**src/rtl/ex_issue_rx_if.sv**
```systemverilog
// ID->EX issue link: toggle-strobed instruction input, per-unit valid/ready dispatch
// and status back to ID. The slave side is the issue receiver.
interface ex_issue_rx_if #(
    parameter int DATA_W = 32,
    parameter int TAG_W  = 4,
    parameter int OP_W   = 6,
    parameter int TGT_W  = 5,
    parameter int UNIT_N = 4,
    parameter int DEPTH  = 4
);
    localparam int UNIT_W = $clog2(UNIT_N);
    localparam int CNT_W  = $clog2(DEPTH) + 1;

    logic              in_ce;
    logic [UNIT_W-1:0] in_unit;
    logic [DATA_W-1:0] in_val;
    logic [TAG_W-1:0]  in_tag;
    logic [OP_W-1:0]   in_op;
    logic [TGT_W-1:0]  in_target;
    logic              flush;
    logic              stall;
    logic [UNIT_N-1:0] iss_valid;
    logic [UNIT_N-1:0] iss_ready;
    logic [DATA_W-1:0] iss_val;
    logic [TAG_W-1:0]  iss_tag;
    logic [OP_W-1:0]   iss_op;
    logic [TGT_W-1:0]  iss_target;
    logic [CNT_W-1:0]  count;
    logic              overflow;

    modport master (
        output in_ce, in_unit, in_val, in_tag, in_op, in_target, flush, iss_ready,
        input  stall, iss_valid, iss_val, iss_tag, iss_op, iss_target, count, overflow
    );

    modport slave (
        input  in_ce, in_unit, in_val, in_tag, in_op, in_target, flush, iss_ready,
        output stall, iss_valid, iss_val, iss_tag, iss_op, iss_target, count, overflow
    );
endinterface

```
**src/rtl/ex_issue_rx.sv**
```systemverilog
// Issue receiver: turns ce toggles into FIFO pushes and dispatches the head entry
// in order to the selected execution unit over valid/ready.
module ex_issue_rx #(
    parameter int DATA_W = 32,
    parameter int TAG_W  = 4,
    parameter int OP_W   = 6,
    parameter int TGT_W  = 5,
    parameter int UNIT_N = 4,
    parameter int DEPTH  = 4
) (
    input  logic            clk,
    input  logic            rst,
    ex_issue_rx_if.slave    bus
);
    localparam int UNIT_W = $clog2(UNIT_N);
    localparam int PTR_W  = $clog2(DEPTH);
    localparam int CNT_W  = PTR_W + 1;

    typedef struct packed {
        logic [UNIT_W-1:0] unit;
        logic [DATA_W-1:0] val;
        logic [TAG_W-1:0]  tag;
        logic [OP_W-1:0]   op;
        logic [TGT_W-1:0]  target;
    } entry_t;

    entry_t            mem_r [DEPTH];
    logic              ce_r;
    logic [PTR_W-1:0]  head_r;
    logic [PTR_W-1:0]  tail_r;
    logic [CNT_W-1:0]  count_r;
    logic              overflow_r;

    logic              new_s;
    logic              full_s;
    logic              pop_s;
    logic              push_s;
    logic              drop_s;
    logic [UNIT_N-1:0] sel_s;
    entry_t            head_s;
    entry_t            wr_s;

    // Toggle detection, head selection and push/pop/drop decisions
    always_comb begin
        new_s  = bus.in_ce ^ ce_r;
        full_s = (count_r == CNT_W'(DEPTH));
        head_s = mem_r[head_r];
        if (count_r != {CNT_W{1'b0}}) begin
            sel_s = UNIT_N'(1) << head_s.unit;
        end else begin
            sel_s = {UNIT_N{1'b0}};
        end
        pop_s  = |(sel_s & bus.iss_ready);
        // A same-edge pop frees the slot, so a full FIFO can still accept the toggle
        push_s = new_s & ~bus.flush & (~full_s | pop_s);
        drop_s = new_s & ~bus.flush & full_s & ~pop_s;
    end

    assign wr_s = '{unit:   bus.in_unit,
                    val:    bus.in_val,
                    tag:    bus.in_tag,
                    op:     bus.in_op,
                    target: bus.in_target};

    // Pointer, occupancy, edge-detect and sticky overflow state
    always_ff @(posedge clk or posedge rst) begin
        if (rst) begin
            ce_r       <= 1'b0;
            head_r     <= {PTR_W{1'b0}};
            tail_r     <= {PTR_W{1'b0}};
            count_r    <= {CNT_W{1'b0}};
            overflow_r <= 1'b0;
        end else begin
            ce_r <= bus.in_ce;
            if (drop_s) begin
                overflow_r <= 1'b1;
            end
            if (bus.flush) begin
                head_r  <= {PTR_W{1'b0}};
                tail_r  <= {PTR_W{1'b0}};
                count_r <= {CNT_W{1'b0}};
            end else begin
                if (push_s) begin
                    tail_r <= tail_r + PTR_W'(1);
                end
                if (pop_s) begin
                    head_r <= head_r + PTR_W'(1);
                end
                case ({push_s, pop_s})
                    2'b10:   count_r <= count_r + CNT_W'(1);
                    2'b01:   count_r <= count_r - CNT_W'(1);
                    default: count_r <= count_r;
                endcase
            end
        end
    end

    // Payload storage; contents are meaningless until written
    always_ff @(posedge clk) begin
        if (push_s) begin
            mem_r[tail_r] <= wr_s;
        end
    end

    assign bus.iss_valid  = sel_s;
    assign bus.iss_val    = head_s.val;
    assign bus.iss_tag    = head_s.tag;
    assign bus.iss_op     = head_s.op;
    assign bus.iss_target = head_s.target;
    assign bus.count      = count_r;
    assign bus.overflow   = overflow_r;
    assign bus.stall      = (CNT_W'(DEPTH) - count_r) <= CNT_W'(1);

endmodule

```
**src/flat_wrapper.sv**
```systemverilog
// flat-port wrapper written by rule: the top's interface ports become plain ports
module ex_issue_rx_flat 
#(
    parameter int DATA_W = 32,
    parameter int TAG_W  = 4,
    parameter int OP_W   = 6,
    parameter int TGT_W  = 5,
    parameter int UNIT_N = 4,
    parameter int DEPTH  = 4
)
  (clk, rst, bus_in_ce, bus_in_unit, bus_in_val, bus_in_tag, bus_in_op, bus_in_target, bus_flush, bus_iss_ready, bus_stall, bus_iss_valid, bus_iss_val, bus_iss_tag, bus_iss_op, bus_iss_target, bus_count, bus_overflow);
  ex_issue_rx_if #(.DATA_W(DATA_W), .TAG_W(TAG_W), .OP_W(OP_W), .TGT_W(TGT_W), .UNIT_N(UNIT_N), .DEPTH(DEPTH)) bus_i ();
  input  logic clk;
  input  logic rst;
  input wire logic [$bits(bus_i.in_ce)-1:0] bus_in_ce;
  input wire logic [$bits(bus_i.in_unit)-1:0] bus_in_unit;
  input wire logic [$bits(bus_i.in_val)-1:0] bus_in_val;
  input wire logic [$bits(bus_i.in_tag)-1:0] bus_in_tag;
  input wire logic [$bits(bus_i.in_op)-1:0] bus_in_op;
  input wire logic [$bits(bus_i.in_target)-1:0] bus_in_target;
  input wire logic [$bits(bus_i.flush)-1:0] bus_flush;
  input wire logic [$bits(bus_i.iss_ready)-1:0] bus_iss_ready;
  output wire logic [$bits(bus_i.stall)-1:0] bus_stall;
  output wire logic [$bits(bus_i.iss_valid)-1:0] bus_iss_valid;
  output wire logic [$bits(bus_i.iss_val)-1:0] bus_iss_val;
  output wire logic [$bits(bus_i.iss_tag)-1:0] bus_iss_tag;
  output wire logic [$bits(bus_i.iss_op)-1:0] bus_iss_op;
  output wire logic [$bits(bus_i.iss_target)-1:0] bus_iss_target;
  output wire logic [$bits(bus_i.count)-1:0] bus_count;
  output wire logic [$bits(bus_i.overflow)-1:0] bus_overflow;
  assign bus_i.in_ce = bus_in_ce;
  assign bus_i.in_unit = bus_in_unit;
  assign bus_i.in_val = bus_in_val;
  assign bus_i.in_tag = bus_in_tag;
  assign bus_i.in_op = bus_in_op;
  assign bus_i.in_target = bus_in_target;
  assign bus_i.flush = bus_flush;
  assign bus_i.iss_ready = bus_iss_ready;
  assign bus_stall = bus_i.stall;
  assign bus_iss_valid = bus_i.iss_valid;
  assign bus_iss_val = bus_i.iss_val;
  assign bus_iss_tag = bus_i.iss_tag;
  assign bus_iss_op = bus_i.iss_op;
  assign bus_iss_target = bus_i.iss_target;
  assign bus_count = bus_i.count;
  assign bus_overflow = bus_i.overflow;
  ex_issue_rx #(.DATA_W(DATA_W), .TAG_W(TAG_W), .OP_W(OP_W), .TGT_W(TGT_W), .UNIT_N(UNIT_N), .DEPTH(DEPTH)) u_core (.clk(clk), .rst(rst), .bus(bus_i));
endmodule
```
**config.mk**
```make
export PLATFORM = sky130hd
export DESIGN_NAME = ex_issue_rx_flat
export DESIGN_NICKNAME = d
export VERILOG_FILES = /design/src/rtl/ex_issue_rx_if.sv /design/src/rtl/ex_issue_rx.sv /design/src/flat_wrapper.sv
export SDC_FILE = /design/constraint.sdc
export NUM_CORES = 1
export LEC_CHECK = 0
export CORE_ASPECT_RATIO = 0.8
export CORE_MARGIN = 10
export CORE_UTILIZATION = 54
export DETAILED_ROUTE_END_ITERATION = 10
export PLACE_DENSITY = 0.79
export SLEW_MARGIN = 20
export SYNTH_ARGS = -nofsm -noshare
export SYNTH_HDL_FRONTEND = slang
export SYNTH_SLANG_ARGS = --single-unit
```
**constraint.sdc**
```tcl
create_clock -name clk -period 4.29 [get_ports clk]
set_input_delay 0.6435 -clock clk [delete_from_list [all_inputs] [get_ports clk]]
set_output_delay 0.6435 -clock clk [all_outputs]
set_load 0.02 [all_outputs]
```
==> reports/metrics.yaml, run 1 <==
synth-seq-cells: 205
dieArea_um2: 19600
top_layer_used: "met4"
p_total_uw: 5540
layout_common_cells: "edfxtp_1 (196), clkdlybuf4s50_1 (112), mux4_2 (49)"
die_h_um: 127
period_needed_ns: 3.65
drt-pass1-iter-count: 4
critPathKind: "flop to primary output"
finalSetupTns_ns: 0
cts_tree: "built"
grt_antenna_before_repair: 1
htree_levels: 1
core_area_um2: 14200
ys_types: 29
worstPathMaxFanout: 26
rows: 39
num_vias: 3669
vias_per_cell: 5.60
route.met3.wl_um: 1430
fmax_mhz: 274
tightest_slew_ns: 0.644
drt-total-wl_um: 15500
clk_pin_slew_ns: 0.06
cp.required_ns: 3.65
clock_latency_ns: 0.50
grt_pass1_wl_um: 24200
cts_buffers: 20
overflow: 0
synth.top_cell.area_share_pct: 75.9
dr_wl_met2_um: 7220
drive_above_1_share_pct: 21.9
drcViolationCount: 0
yosys_warnings: 0
timing.slew.headroom_pct: 57.1
yosys.area.top_type: "edfxtp_1"
worst_setup_path_start_kind: "flop"
layoutNonFillerInstCount: 655
p_per_area_nw_per_um2: 563
cts.repair.resized: 0
critPathCaptureType: "primary output"
synthArstFlopShare_pct: 4.39
detail-route-antenna-nets: 0
drt_iter0_drc: 287
grt.total_usage_pct: 15.8
crit_family: "buffers and inverters"
post_drt_wl_per_cell_um: 23.6
timing.final.crit_share_pct: 85.2
yosys-top-cells-area: "edfxtp_1 (76%), mux4_2 (14%), dfrtp_1 (2.9%)"
area_growth_pct: 26.9
synth_edf_count: 196
status: "complete, no violations"
syn_area_um2: 7750
cts_hold_buffers: 0
p_leak_uw: 0.00318
seq_area_um2: 6120
finalSetupViolCount: 0
cts.sinks: 205
cts_setup_buffers: 0
place_inst: 618
max_stage_delay_ns: 0.75
synth_cells: 329
cp_slowest_cell: "dfrtp_4"
port_buffers: 112
arrival_ns: 3.01
gp_congestion: 0.803
hold_viol_final: 0
m1WireLength_um: 6550
fin_area_um2: 9830
root_buffer: "clkbuf_16"
synth-main-ff-cell: "edfxtp_1"
dp_hpwl_um: 9700
syn_avg_cell_area_um2: 23.6
peakVddDrop_mv: 0.397
nNetsFinal: 522
drv_slew: 0
fp.dieW_um: 154
syn_nets: 395
whs_ns: 0.433
critical_path_buf_inv_count: 2
rsz0062_at_grt: "false"
clock_path_buffers: 3
grt_pass1_vias: 4014
crit_chain: "buf_4 > mux4_2 > clkdlybuf4s50_1"
fill_cells: 846
grt_max_degree: 34
maxCapViolations: 0
start_util_pct: 54.8
dpl_cell_area_um2: 9150
ioPinCount: 113
multiInputGateArea_um2: 1560
hp-class: "input port to async pin"
r2r_slack_ns: 0.97
final_common_cell: "edfxtp_1"
synth_seq_area_share_pct: 78.9
finClkSkew_ns: 0.0247
-- worst reg2reg max path: stages (launching register included) --
cell and delay [ns]:
dfrtp_4 0.75, mux4_2 0.66, mux2i_2 0.21, o22a_4 0.30, a21oi_4 0.22, and2_2 0.56, buf_12 0.30
-- worst paths after layout --
path	from	end	cells after the start
setup / recovery	u_core.head_r[0]$_DFFE_PP0P_	bus_iss_target[2]	3
hold / removal	rst	u_core.ce_r$_DFF_PP0_	2
setup reg to reg	u_core.head_r[0]$_DFFE_PP0P_	u_core.mem_r[3][13]$_DFFE_PP_	6
hold reg to reg	u_core.bus.overflow$_DFFE_PP0P_	u_core.bus.overflow$_DFFE_PP0P_	1
max in group asynchronous	rst	u_core.head_r[0]$_DFFE_PP0P_	2
min in group clk	u_core.bus.overflow$_DFFE_PP0P_	u_core.bus.overflow$_DFFE_PP0P_	1
-- Yosys cell counts, types with 2 or more instances --
library cell	instances
and2_1	4
buf_2	2
clkbuf_1	10
dfrtp_1	9
edfxtp_1	196
ha_1	8
inv_1	8
mux2_2	2
mux2i_1	4
mux2i_2	2
mux4_2	49
nand2b_1	5
nor2_1	14
-- cell families (layout without fill, tap and decap cells) --
logic type / count (synthesis) / after routing / synth area share [%]
mux: 58 / 58 / 15.6
buf+inv: 21 / 162 / 1.15
flops: 205 / 205 / 78.9
compound gates: 7 / 7 / 0.856
simple gates: 27 / 27 / 1.78
xor+xnor: 2 / 2 / 0.226
other cells: 0 / 1 / 0
fa+ha+maj: 9 / 9 / 1.55
-- layer usage --
| metal | GRT usage, % | up-vias |
|---|---|---|
| li1 | - | 1613 |
| met5 | 0 | - |
| met2 | 23.8 | 147 |
| met3 | 5.47 | 27 |
| met4 | 3.33 | 0 |
| met1 | 21.9 | 1882 |
-- where the power goes --
group | switching (uW) | total (uW) | internal (uW) | leakage [uW]
Combinational | 616 | 1270 | 654 | 0.000954
Sequential | 108 | 2480 | 2370 | 0.00189
Clock | 712 | 1790 | 1080 | 0.000338
-- metrics by stage --
step	utilization [%]	worst slack, ns
detailed placement	64.6	0.912
finish	69.5	0.635
CTS	69.5	0.546
global route	69.5	0.434
floorplan	-	0.936
global placement	64.6	1.01
-- registers in the layout (all words and copies together) (netlist names) --
register / cells
u_core.mem_r: 196
u_core.bus.count: 3
u_core.head_r: 2
u_core.tail_r: 2
u_core.bus.overflow: 1
u_core.ce_r: 1
-- area by class of cell --
| class | instances | share of cell area [%] |
|---|---|---|
| sequential | 205 | 62.2 |
| multi-input combinational | 103 | 15.8 |
| timing repair buffer | 118 | 12.4 |
| clock buffer | 24 | 5.45 |
| tap | 184 | 2.34 |
| clock inverter | 12 | 1.50 |
| inverter | 8 | 0.305 |
| antenna | 1 | 0.0254 |
No activity file was read; power rests on OpenSTA's default activity.
==> run 2: changes to the inputs <==
--- a/config.mk
+++ b/config.mk
@@ -7,9 +7,9 @@
 export LEC_CHECK = 0
 export CORE_ASPECT_RATIO = 0.8
 export CORE_MARGIN = 10
-export CORE_UTILIZATION = 54
+export CORE_UTILIZATION = 40
 export DETAILED_ROUTE_END_ITERATION = 10
-export PLACE_DENSITY = 0.79
+export SKIP_CTS_REPAIR_TIMING = 1
 export SLEW_MARGIN = 20
 export SYNTH_ARGS = -nofsm -noshare
 export SYNTH_HDL_FRONTEND = slang
==> constraint.sdc (replaced) <==
create_clock -name clk -period 4.29 [get_ports clk]
set_input_delay 1.287 -clock clk [delete_from_list [all_inputs] [get_ports clk]]
set_output_delay 1.287 -clock clk [all_outputs]
set_load 0.02 [all_outputs]
==> run 2 against run 1 <==
Via count rose by 0.76%; sequential power about the same; core utilization shrank 18 points; global-route usage is 3.6 points lower; sequential share of layout area decreased by 0.18 points; clock-buffer cell count increased by 3; clock skew down 0.017 ns; die area up 30%; clock power decreased by 9%; hold slack gained 0.074 ns; cell area grew 0.29%; critical endpoint is now bus_iss_valid[1]; highest routed layer is now met5.
==> reports/metrics.yaml, run 2 (synthesized netlist as in run 1, its figures left out) <==
status: "complete, no violations"  # unchanged
drt-pass1-iter-count: 4  # unchanged
gr-usage-met1_pct: 16.3  # was 21.9%
largest_reg_flops: 196  # unchanged
layout_common_cells: "edfxtp_1 (196), clkdlybuf4s50_1 (112), mux4_2 (49)"  # unchanged
r2r_cells: 9  # was 6
grt_max_degree: 30  # was 34
startpoint: "u_core.head_r[0]$_DFFE_PP0P_"  # unchanged
timing.final.ws_setup_ns: 0.296  # was 0.635 ns
r2r_slack_ns: 1.18  # was 0.97 ns
critPathCaptureType: "primary output"  # unchanged
critPathKind: "flop to primary output"  # unchanged
detail-route-antenna-nets: 0  # unchanged
drt_iter0_drc: 184  # was 287
grt.total_usage_pct: 12.2  # was 15.8%
drv_slew: 0  # unchanged
finalSetupTns_ns: 0  # unchanged
r2r_start: "u_core.head_r[1]$_DFFE_PP0P_"  # was u_core.head_r[0]$_DFFE_PP0P_
period_needed_ns: 3.99  # was 3.65 ns
fmax_mhz: 250  # was 274 MHz
root_buffer: "clkbuf_16"  # unchanged
arrival_ns: 2.71  # was 3.01 ns
worst_setup_path_start_kind: "flop"  # unchanged
hold_viol_final: 0  # unchanged
p_per_area_nw_per_um2: 547  # was 563 nW/um2
core_area_um2: 19000  # was 14200 um2
timing.slew.headroom_pct: 68.9  # was 57.1%
num_vias: 3697  # was 3669
drive_above_1_share_pct: 21.2  # was 21.9%
largest-register: "u_core.mem_r"  # unchanged
cts_buffers: 21  # was 20
min_path_cells: 1
clk_pin_slew_ns: 0.06  # about the same
min_from: "u_core.bus.overflow$_DFFE_PP0P_"
clock_latency_ns: 0.48  # was 0.50 ns
maxCapViolations: 0  # unchanged
post_drt_wl_per_cell_um: 20.9  # was 23.6 um
grt_pass1_wl_um: 23800  # was 24200 um
nNetsFinal: 529  # was 522
pre_cts_ws_ns: 0.751  # was 0.912 ns
timing.final.crit_share_pct: 93.1  # was 85.2%
tightest_slew_ns: 0.467  # was 0.644 ns
grt_util_met3_pct: 4.46  # was 5.47%
fp.dieW_um: 176  # was 154 um
finClkSkew_ns: 0.00734  # was 0.0247 ns
start_util_pct: 40.7  # was 54.8%
rows: 45  # was 39
grt-busiest-layer: "met2"  # unchanged
finalSetupViolCount: 0  # unchanged
cp.required_ns: 3.00  # was 3.65 ns
cts_tree: "built"  # unchanged
hp-class: "flop to flop"  # was input port to async pin
p_leak_uw: 0.00317  # was 0.00318 uW
worstPathMaxFanout: 18  # was 26
vias_per_cell: 5.03  # was 5.60
port_buffers: 112  # unchanged
peakVddDrop_mv: 0.252  # was 0.397 mV
overflow: 0  # unchanged
gr-usage-met2_pct: 18.7  # was 23.8%
dieArea_um2: 25400  # was 19600 um2
dp_hpwl_um: 9950  # was 9700 um
cts.sinks: 205  # unchanged
min_to: "u_core.bus.overflow$_DFFE_PP0P_"
die_h_um: 145  # was 127 um
clock_path_buffers: 3  # unchanged
ioPinCount: 113  # unchanged
htree_levels: 1  # unchanged
gp_congestion: 0.682  # was 0.803
grt_pass1_vias: 3991  # was 4014
final_common_cell: "edfxtp_1"  # unchanged
rsz0062_at_grt: "false"  # unchanged
drt-total-wl_um: 15400  # was 15500 um
grt_antenna_before_repair: 1  # unchanged
drcViolationCount: 0  # unchanged
area_growth_pct: 27.3  # was 26.9%
r2r_end: "u_core.bus.count[2]$_DFFE_PP0P_"  # was u_core.mem_r[3][13]$_DFFE_PP_
==> run 2: where the power goes <==
| group | switching (uW) | internal, uW | leakage [uW] |
|---|---|---|---|
| logic | 642 | 660 | 0.000978 |
| clock network | 678 | 956 | 0.000300 |
| registers | 85.1 | 2370 | 0.00189 |
==> run 2: critical path: stages (launching register included) <==
cell and delay, ns:
dfrtp_4 0.67, mux4_2 0.57, or2_4 0.27, nor2_1 0.09, clkdlybuf4s50_1 0.62
==> run 2: worst max path at each step <==
stage | cells past startpoint | to | slack, ns
global placement | 4 | bus_iss_valid[1] | 0.76
detailed placement | 4 | bus_iss_valid[1] | 0.75
finish | 4 | bus_iss_valid[1] | 0.30
global route | 4 | bus_iss_valid[1] | 0.15
CTS | 4 | bus_iss_valid[1] | 0.23
floorplan | 4 | u_core.mem_r[0][0]$_DFFE_PP_ | 0.84
==> run 2: cell type report <==
cell class	count	area, um2
fill	1545	9170
sequential	205	6120
multi-input combinational	103	1560
timing repair buffer	124	1220
clock buffer	27	548
tap	258	323
clock inverter	9	63.8
inverter	8	30.0
antenna	1	2.50
==> run 2: layer usage <==
metal,part of all wire [%],up-vias
li1,-,1634
met1,46,1919
met2,44,116
met3,8.1,26
met4,2.1,2
met5,0.084,-
==> run 2: through the flow <==
| step | cells | hold slack [ns] | power (uW) | instance area, um2 | utilization, % |
|---|---|---|---|---|---|
| finish | 735 | 0.507 | 5390 | 9860 | 51.8 |
| global placement | 698 | 0.505 | 3820 | 9250 | 48.6 |
| CTS | 734 | 0.530 | 5490 | 9860 | 51.8 |
| global route | 734 | 0.546 | 5660 | 9860 | 51.8 |
| floorplan | 329 | 0.504 | 3240 | 7750 | - |
| detailed placement | 698 | 0.512 | 3840 | 9250 | 48.6 |
